===== config.mk =====
export PLATFORM = sky130hd
export DESIGN_NAME = riscv_cache_req_arb
export DESIGN_NICKNAME = d
export VERILOG_FILES = /design/src/rtl/riscv_cache_req_arb.sv
export SDC_FILE = /design/constraint.sdc
export NUM_CORES = 1
export LEC_CHECK = 0
export ABC_AREA = 0
export CORE_AREA = 4 4 88 90
export CTS_BUF_LIST = sky130_fd_sc_hd__clkbuf_16
export CTS_CLUSTER_DIAMETER = 60
export DETAILED_ROUTE_END_ITERATION = 8
export DIE_AREA = 0 0 92 94
export PLACE_DENSITY = 0.75
export RECOVER_POWER = 50
export SYNTH_ARGS = -nofsm -noshare
export SYNTH_HDL_FRONTEND = slang
export SYNTH_SLANG_ARGS = --single-unit

===== constraint.sdc =====
create_clock -name clk_i -period 5.88 [get_ports clk_i]
set_input_delay 1.176 -clock clk_i [delete_from_list [all_inputs] [get_ports clk_i]]
set_output_delay 1.176 -clock clk_i [all_outputs]
set_load 0.01 [all_outputs]

===== src/rtl/riscv_cache_req_arb.sv =====
// rtl/riscv_cache_req_arb.sv - round-robin request arbiter in front of the cache tag stage (optional CACHE_ARB_LOCK_TIMEOUT_EN)
`timescale 1ns/1ps
module riscv_cache_req_arb #(
    parameter int XLEN         = 32,
    parameter int PLEN         = XLEN,
    parameter int REQUESTERS   = 2,
    parameter int LOCK_TIMEOUT = 15,
    parameter int SIZE_W       = 3,
    parameter int PROT_W       = 3,
    localparam int IDW         = $clog2(REQUESTERS)
) (
    input  logic                                clk_i,
    input  logic                                rst_i,
    input  logic                                stall_i,
    input  logic                                flush_i,
    input  logic [REQUESTERS-1:0]               req_i,
    input  logic [REQUESTERS-1:0][PLEN-1:0]     adr_i,
    input  logic [REQUESTERS-1:0][SIZE_W-1:0]   size_i,
    input  logic [REQUESTERS-1:0]               lock_i,
    input  logic [REQUESTERS-1:0][PROT_W-1:0]   prot_i,
    input  logic [REQUESTERS-1:0]               we_i,
    input  logic [REQUESTERS-1:0][XLEN-1:0]     d_i,
    input  logic [REQUESTERS-1:0]               pagefault_i,
    output logic [REQUESTERS-1:0]               ack_o,
    output logic                                req_o,
    output logic [PLEN-1:0]                     phys_adr_o,
    output logic [SIZE_W-1:0]                   size_o,
    output logic                                lock_o,
    output logic [PROT_W-1:0]                   prot_o,
    output logic                                we_o,
    output logic [XLEN-1:0]                     d_o,
    output logic                                pagefault_o,
    output logic [IDW-1:0]                      gnt_id_o
);

    localparam logic [0:0] ST_ARB  = 1'b0;
    localparam logic [0:0] ST_LOCK = 1'b1;

    logic [0:0]     state;
    logic [IDW-1:0] last_gnt;
    logic [IDW-1:0] owner;
    logic [IDW-1:0] sel;
    logic           accept;

`ifdef CACHE_ARB_LOCK_TIMEOUT_EN
    localparam int CW = $clog2(LOCK_TIMEOUT + 1);
    logic [CW-1:0] idle_cnt;
`endif

    // Select a client: owner while locked, otherwise round-robin from last_gnt+1
    always_comb begin
        int idx;
        logic found;
        sel   = last_gnt;
        found = 1'b0;
        idx   = 0;
        if (state == ST_LOCK) begin
            sel = owner;
        end else begin
            for (int i = 1; i <= REQUESTERS; i++) begin
                idx = int'(last_gnt) + i;
                if (idx >= REQUESTERS) idx = idx - REQUESTERS;
                if (!found && req_i[idx]) begin
                    sel   = IDW'(idx);
                    found = 1'b1;
                end
            end
        end
    end

    // Request, handshake and field mux toward the tag stage
    always_comb begin
        if (flush_i)
            req_o = 1'b0;
        else if (state == ST_LOCK)
            req_o = req_i[owner];
        else
            req_o = |req_i;
        // Nothing is accepted while the reset is being applied
        accept       = req_o & ~stall_i & ~rst_i;
        ack_o        = '0;
        ack_o[sel]   = accept;
        phys_adr_o   = adr_i[sel];
        size_o       = size_i[sel];
        lock_o       = lock_i[sel];
        prot_o       = prot_i[sel];
        we_o         = we_i[sel];
        d_o          = d_i[sel];
        pagefault_o  = pagefault_i[sel];
        // The id only tags a live request; idle cycles report client 0
        gnt_id_o     = req_o ? sel : '0;
    end

    // Arbitration state: round-robin pointer, lock ownership, flush recovery
    always_ff @(posedge clk_i or posedge rst_i) begin
        if (rst_i) begin
            state    <= ST_ARB;
            last_gnt <= IDW'(REQUESTERS - 1);
            owner    <= '0;
        end else if (flush_i) begin
            state <= ST_ARB;
        end else if (accept) begin
            last_gnt <= sel;
            if (lock_i[sel]) begin
                state <= ST_LOCK;
                owner <= sel;
            end else begin
                state <= ST_ARB;
            end
        end
`ifdef CACHE_ARB_LOCK_TIMEOUT_EN
        else if (state == ST_LOCK && !req_i[owner] && idle_cnt == CW'(LOCK_TIMEOUT - 1)) begin
            state <= ST_ARB;
        end
`endif
    end

`ifdef CACHE_ARB_LOCK_TIMEOUT_EN
    // Count idle owner cycles in LOCK; the final count forces a release
    always_ff @(posedge clk_i or posedge rst_i) begin
        if (rst_i) begin
            idle_cnt <= '0;
        end else if (flush_i || state != ST_LOCK || req_i[owner]) begin
            idle_cnt <= '0;
        end else if (idle_cnt == CW'(LOCK_TIMEOUT - 1)) begin
            idle_cnt <= '0;
        end else begin
            idle_cnt <= idle_cnt + 1'b1;
        end
    end
`endif

endmodule


==> impl_results.rst <==
.. list-table::
   :header-rows: 1

   * - Metric
     - Value
   * - Most common cell in the netlist
     - sky130_fd_sc_hd__mux2_2
   * - Floorplan die width
     - 92 um
   * - Register bit total from synthesis
     - 3
   * - Post-synthesis average cell area
     - 10.2 um2
   * - Top post-synthesis cells by area
     - sky130_fd_sc_hd__mux2_2 73%, sky130_fd_sc_hd__dfrtp_1 4.5%, sky130_fd_sc_hd__dfstp_2 2.3%, sky130_fd_sc_hd__buf_2 2.2%, sky130_fd_sc_hd__buf_4 2.0%
   * - Combined area of the multi-input logic cells
     - 997 um2
   * - Maximum level of the CTS H-tree
     - 1
   * - Static leakage
     - 1.36 nW
   * - Warning count from the yosys run
     - 0
   * - Wire length per cell after detailed routing
     - 15.4 um
   * - Routed via count divided by cell count
     - 4.20
   * - Cell Area, Synth
     - 1120 um2
   * - GP Congestion
     - 0.744
   * - Number of nets with antenna violations after detailed routing
     - 0
   * - Post-CTS setup buffers
     - 0
   * - Type of the most critical hold path
     - reg2reg
   * - Slew at the pin with the worst max-slew slack
     - 1.00 ns
   * - GRT Resource Usage Total
     - 14.2%
   * - Hold buffers post-CTS
     - 0
   * - Root Buffer
     - sky130_fd_sc_hd__clkbuf_16
   * - Final critical-path required period
     - 5.06 ns
   * - Detailed-route wire length
     - 6710 um
   * - Post-detailed-placement cell area
     - 3500 um2
   * - Layout Cell Area excl Fill
     - 3570 um2
   * - I/O pin total
     - 229
   * - Final clock period utilization by the worst path
     - 86.1%
   * - First-iteration detailed-routing DRC count
     - 6
   * - First-pass detailed-route iteration total
     - 4
   * - First-pass GRT wire length
     - 9850 um
   * - Vias in the first global route
     - 1979
   * - Post-layout total power
     - 0.725 mW
   * - Count of port buffers added during placement
     - 228
   * - Clock latency of the later-clocked register in the worst-skew pair
     - 0.22 ns
   * - Proportion of synthesized flip-flops having asynchronous set or reset
     - 100%
   * - Most numerous cell types in the synthesized netlist
     - 73 x sky130_fd_sc_hd__mux2_2, 5 x sky130_fd_sc_hd__buf_2, 3 x sky130_fd_sc_hd__buf_4, 3 x sky130_fd_sc_hd__nand2b_1
   * - Initial standard-cell utilization of the core
     - 15.9%
   * - Net switching power
     - 0.233 mW
   * - Area of the die
     - 8650 um2
   * - Antenna violations before repair
     - 0
   * - Max-slew violation total from the final report
     - 0
   * - Pwr per Cell Area
     - 203 nW/um2
   * - Cell type contributing the most total cell area after synthesis
     - sky130_fd_sc_hd__mux2_2
   * - Max_cap viols
     - 0
   * - Routed via count
     - 1825
   * - CTS sink cnt
     - 3
   * - Int Pwr
     - 0.492 mW
   * - RSZ-0062 raised after global routing
     - no
   * - Layout cell share with drive strength beyond 1
     - 23.8%
   * - Most common flop cell mapped by yosys
     - sky130_fd_sc_hd__dfrtp_1
   * - Remaining max-slew budget at the tightest pin
     - 33.2%
   * - Sequential element share of the synthesized area
     - 6.82%
   * - Buffers from clock root to sink, at most
     - 2
   * - Share of Yosys cell area claimed by the top area cell type
     - 73.4%
   * - Net count reported at finish
     - 489
   * - Final-report setup violation count
     - 0
   * - Crit path launch type
     - primary input
   * - Count of instances resized after the clock tree is built
     - 0
   * - Diodes inserted
     - 0
   * - Nets in the synthesized netlist
     - 262
   * - Min setup slack post-route
     - 0.816 ns
   * - Cells after Synth
     - 110
   * - Number of distinct library cell variants in the gate-level netlist after synthesis
     - 25
   * - Hold violation count in the final report
     - 0
   * - Status
     - complete, no violations
   * - Drt drc
     - 0
   * - Pin count of the biggest net entering global routing
     - 44
   * - Crit Path Max Fanout
     - 43
   * - Switching portion of total power
     - 32.1%
   * - Number of enable flip-flop cells after synthesis
     - 0
   * - Part of the power in the clock network
     - 14.7%
   * - Layout fillers
     - 672
   * - Row count
     - 31
   * - Storage element area
     - 76.3 um2
   * - Achievable frequency
     - 0.197 GHz
   * - Placeable core area
     - 7060 um2
   * - Worst Setup End Kind
     - output pin
   * - Growth of design area from synthesis to finish
     - 219%
   * - Clock input transition at the sequential cells of the worst setup and hold paths
     - 0.03 ns
   * - Cts bufs inserted
     - 3
   * - Required time of the critical path
     - 4.70 ns
   * - Pre-CTS worst setup slack
     - 1.20 ns
   * - Setup Skew
     - 0.000636 ns
   * - Combinational power share
     - 80.7%
   * - Total negative slack
     - 0 ns
   * - Crit path kind
     - in2out
   * - HPWL Detailed
     - 5840 um
   * - Chip Height
     - 94 um
   * - Sequential group share of total power
     - 4.6%
   * - IR drop worst, VDD
     - 134 uV
   * - Data arrival, critical path
     - 3.89 ns
   * - Clock tree from TritonCTS
     - yes
   * - Global route overflow
     - 0
==> worst paths after layout <==
kind,start,endpoint,slack [ns],cells past startpoint
setup / recovery,req_i[1],size_o[2],0.82,7
min in group asynchronous,rst_i,state,1.28,2
hold reg to reg,last_gnt,last_gnt,0.51,2
hold / removal,last_gnt,last_gnt,0.51,2
setup reg to reg,last_gnt,last_gnt,3.85,5
max in group asynchronous,rst_i,last_gnt,4.39,2
==> cells in the final DEF (no fill, tap or decap) <==
| cell | instances |
|---|---|
| sky130_fd_sc_hd__a21bo_2 | 1 |
| sky130_fd_sc_hd__a21oi_1 | 1 |
| sky130_fd_sc_hd__a32oi_1 | 1 |
| sky130_fd_sc_hd__and2_1 | 1 |
| sky130_fd_sc_hd__and2b_1 | 1 |
| sky130_fd_sc_hd__and3b_1 | 1 |
| sky130_fd_sc_hd__clkbuf_16 | 3 |
| sky130_fd_sc_hd__clkbuf_2 | 2 |
| sky130_fd_sc_hd__clkdlybuf4s50_1 | 195 |
| sky130_fd_sc_hd__dfrtp_1 | 2 |
| sky130_fd_sc_hd__dfstp_2 | 1 |
| sky130_fd_sc_hd__dlygate4sd3_1 | 33 |
| sky130_fd_sc_hd__inv_1 | 2 |
| sky130_fd_sc_hd__mux2_1 | 2 |
| sky130_fd_sc_hd__mux2_2 | 71 |
| sky130_fd_sc_hd__mux2_4 | 1 |
| sky130_fd_sc_hd__nand2_1 | 2 |
| sky130_fd_sc_hd__nand2b_1 | 3 |
| sky130_fd_sc_hd__nand3_1 | 1 |
| sky130_fd_sc_hd__nor2_1 | 1 |
| sky130_fd_sc_hd__nor2b_1 | 2 |
| sky130_fd_sc_hd__nor3_1 | 1 |
| sky130_fd_sc_hd__nor4_1 | 1 |
| sky130_fd_sc_hd__o21ai_0 | 2 |
| sky130_fd_sc_hd__o21ai_4 | 1 |
| sky130_fd_sc_hd__o31ai_1 | 2 |
| sky130_fd_sc_hd__or2_0 | 1 |
| sky130_fd_sc_hd__or4_1 | 1 |
==> cells by family (layout without fill, tap and decap cells) <==
kind of cell	count (synthesis)	after routing	share of synthesized area (%)
AOI/OAI and AO/OA	8	8	4.80
buffers and inverters	9	235	4.58
DFF	3	3	6.82
muxes	74	74	74.7
and+or+nand+nor	16	16	9.05
==> critical path: stages <==
cell and delay (ns):
sky130_fd_sc_hd__dlygate4sd3_1 0.57, sky130_fd_sc_hd__nand2b_1 0.13, sky130_fd_sc_hd__nand2_1 0.14, sky130_fd_sc_hd__o21ai_4 0.15
sky130_fd_sc_hd__clkbuf_2 0.76, sky130_fd_sc_hd__mux2_2 0.44, sky130_fd_sc_hd__clkdlybuf4s50_1 0.50
==> power groups by stage <==
stage	Clock (mW)	Combinational (mW)	Sequential, mW
CTS	0.108	0.615	0.0339
floorplan	0	0.284	0.0319
global route	0.110	0.624	0.0347
finish	0.106	0.585	0.0337
detailed placement	0	0.610	0.0340
global placement	0	0.604	0.0336
==> routing by layer <==
layer | wire length [um] | GRT usage (%) | up-vias | share of wire (%)
met2 | 3370 | 26.4 | 146 | 50
met4 | 75 | 3.59 | 0 | 1.1
li1 | - | - | 874 | -
met5 | 0 | 0 | - | 0
met3 | 836 | 5.69 | 4 | 12
met1 | 2430 | 14.7 | 801 | 36
==> per-stage QoR <==
| stage | hold WS (ns) | util, % | std cells |
|---|---|---|---|
| floorplan | 0.480 | - | 110 |
| global placement | 0.503 | 49.6 | 431 |
| detailed placement | 0.508 | 49.6 | 431 |
| CTS | 0.513 | 50.8 | 435 |
| global route | 0.540 | 50.6 | 435 |
| finish | 0.514 | 50.6 | 435 |
==> sequential cells by signal, indices dropped and copies added (netlist names) <==
| name | flops |
|---|---|
| owner | 1 |
| last_gnt | 1 |
| state | 1 |
==> final cells by class <==
class                           count  area share (%)
Timing Repair Buffer              230            64.2
Multi-Input combinational cell     98            27.9
Tap cell                           99            3.47
Sequential cell                     3            2.14
Clock buffer                        3            2.10
Clock inverter                      1           0.105
Inverter                            1           0.105
No activity file was read; power rests on OpenSTA's default activity.
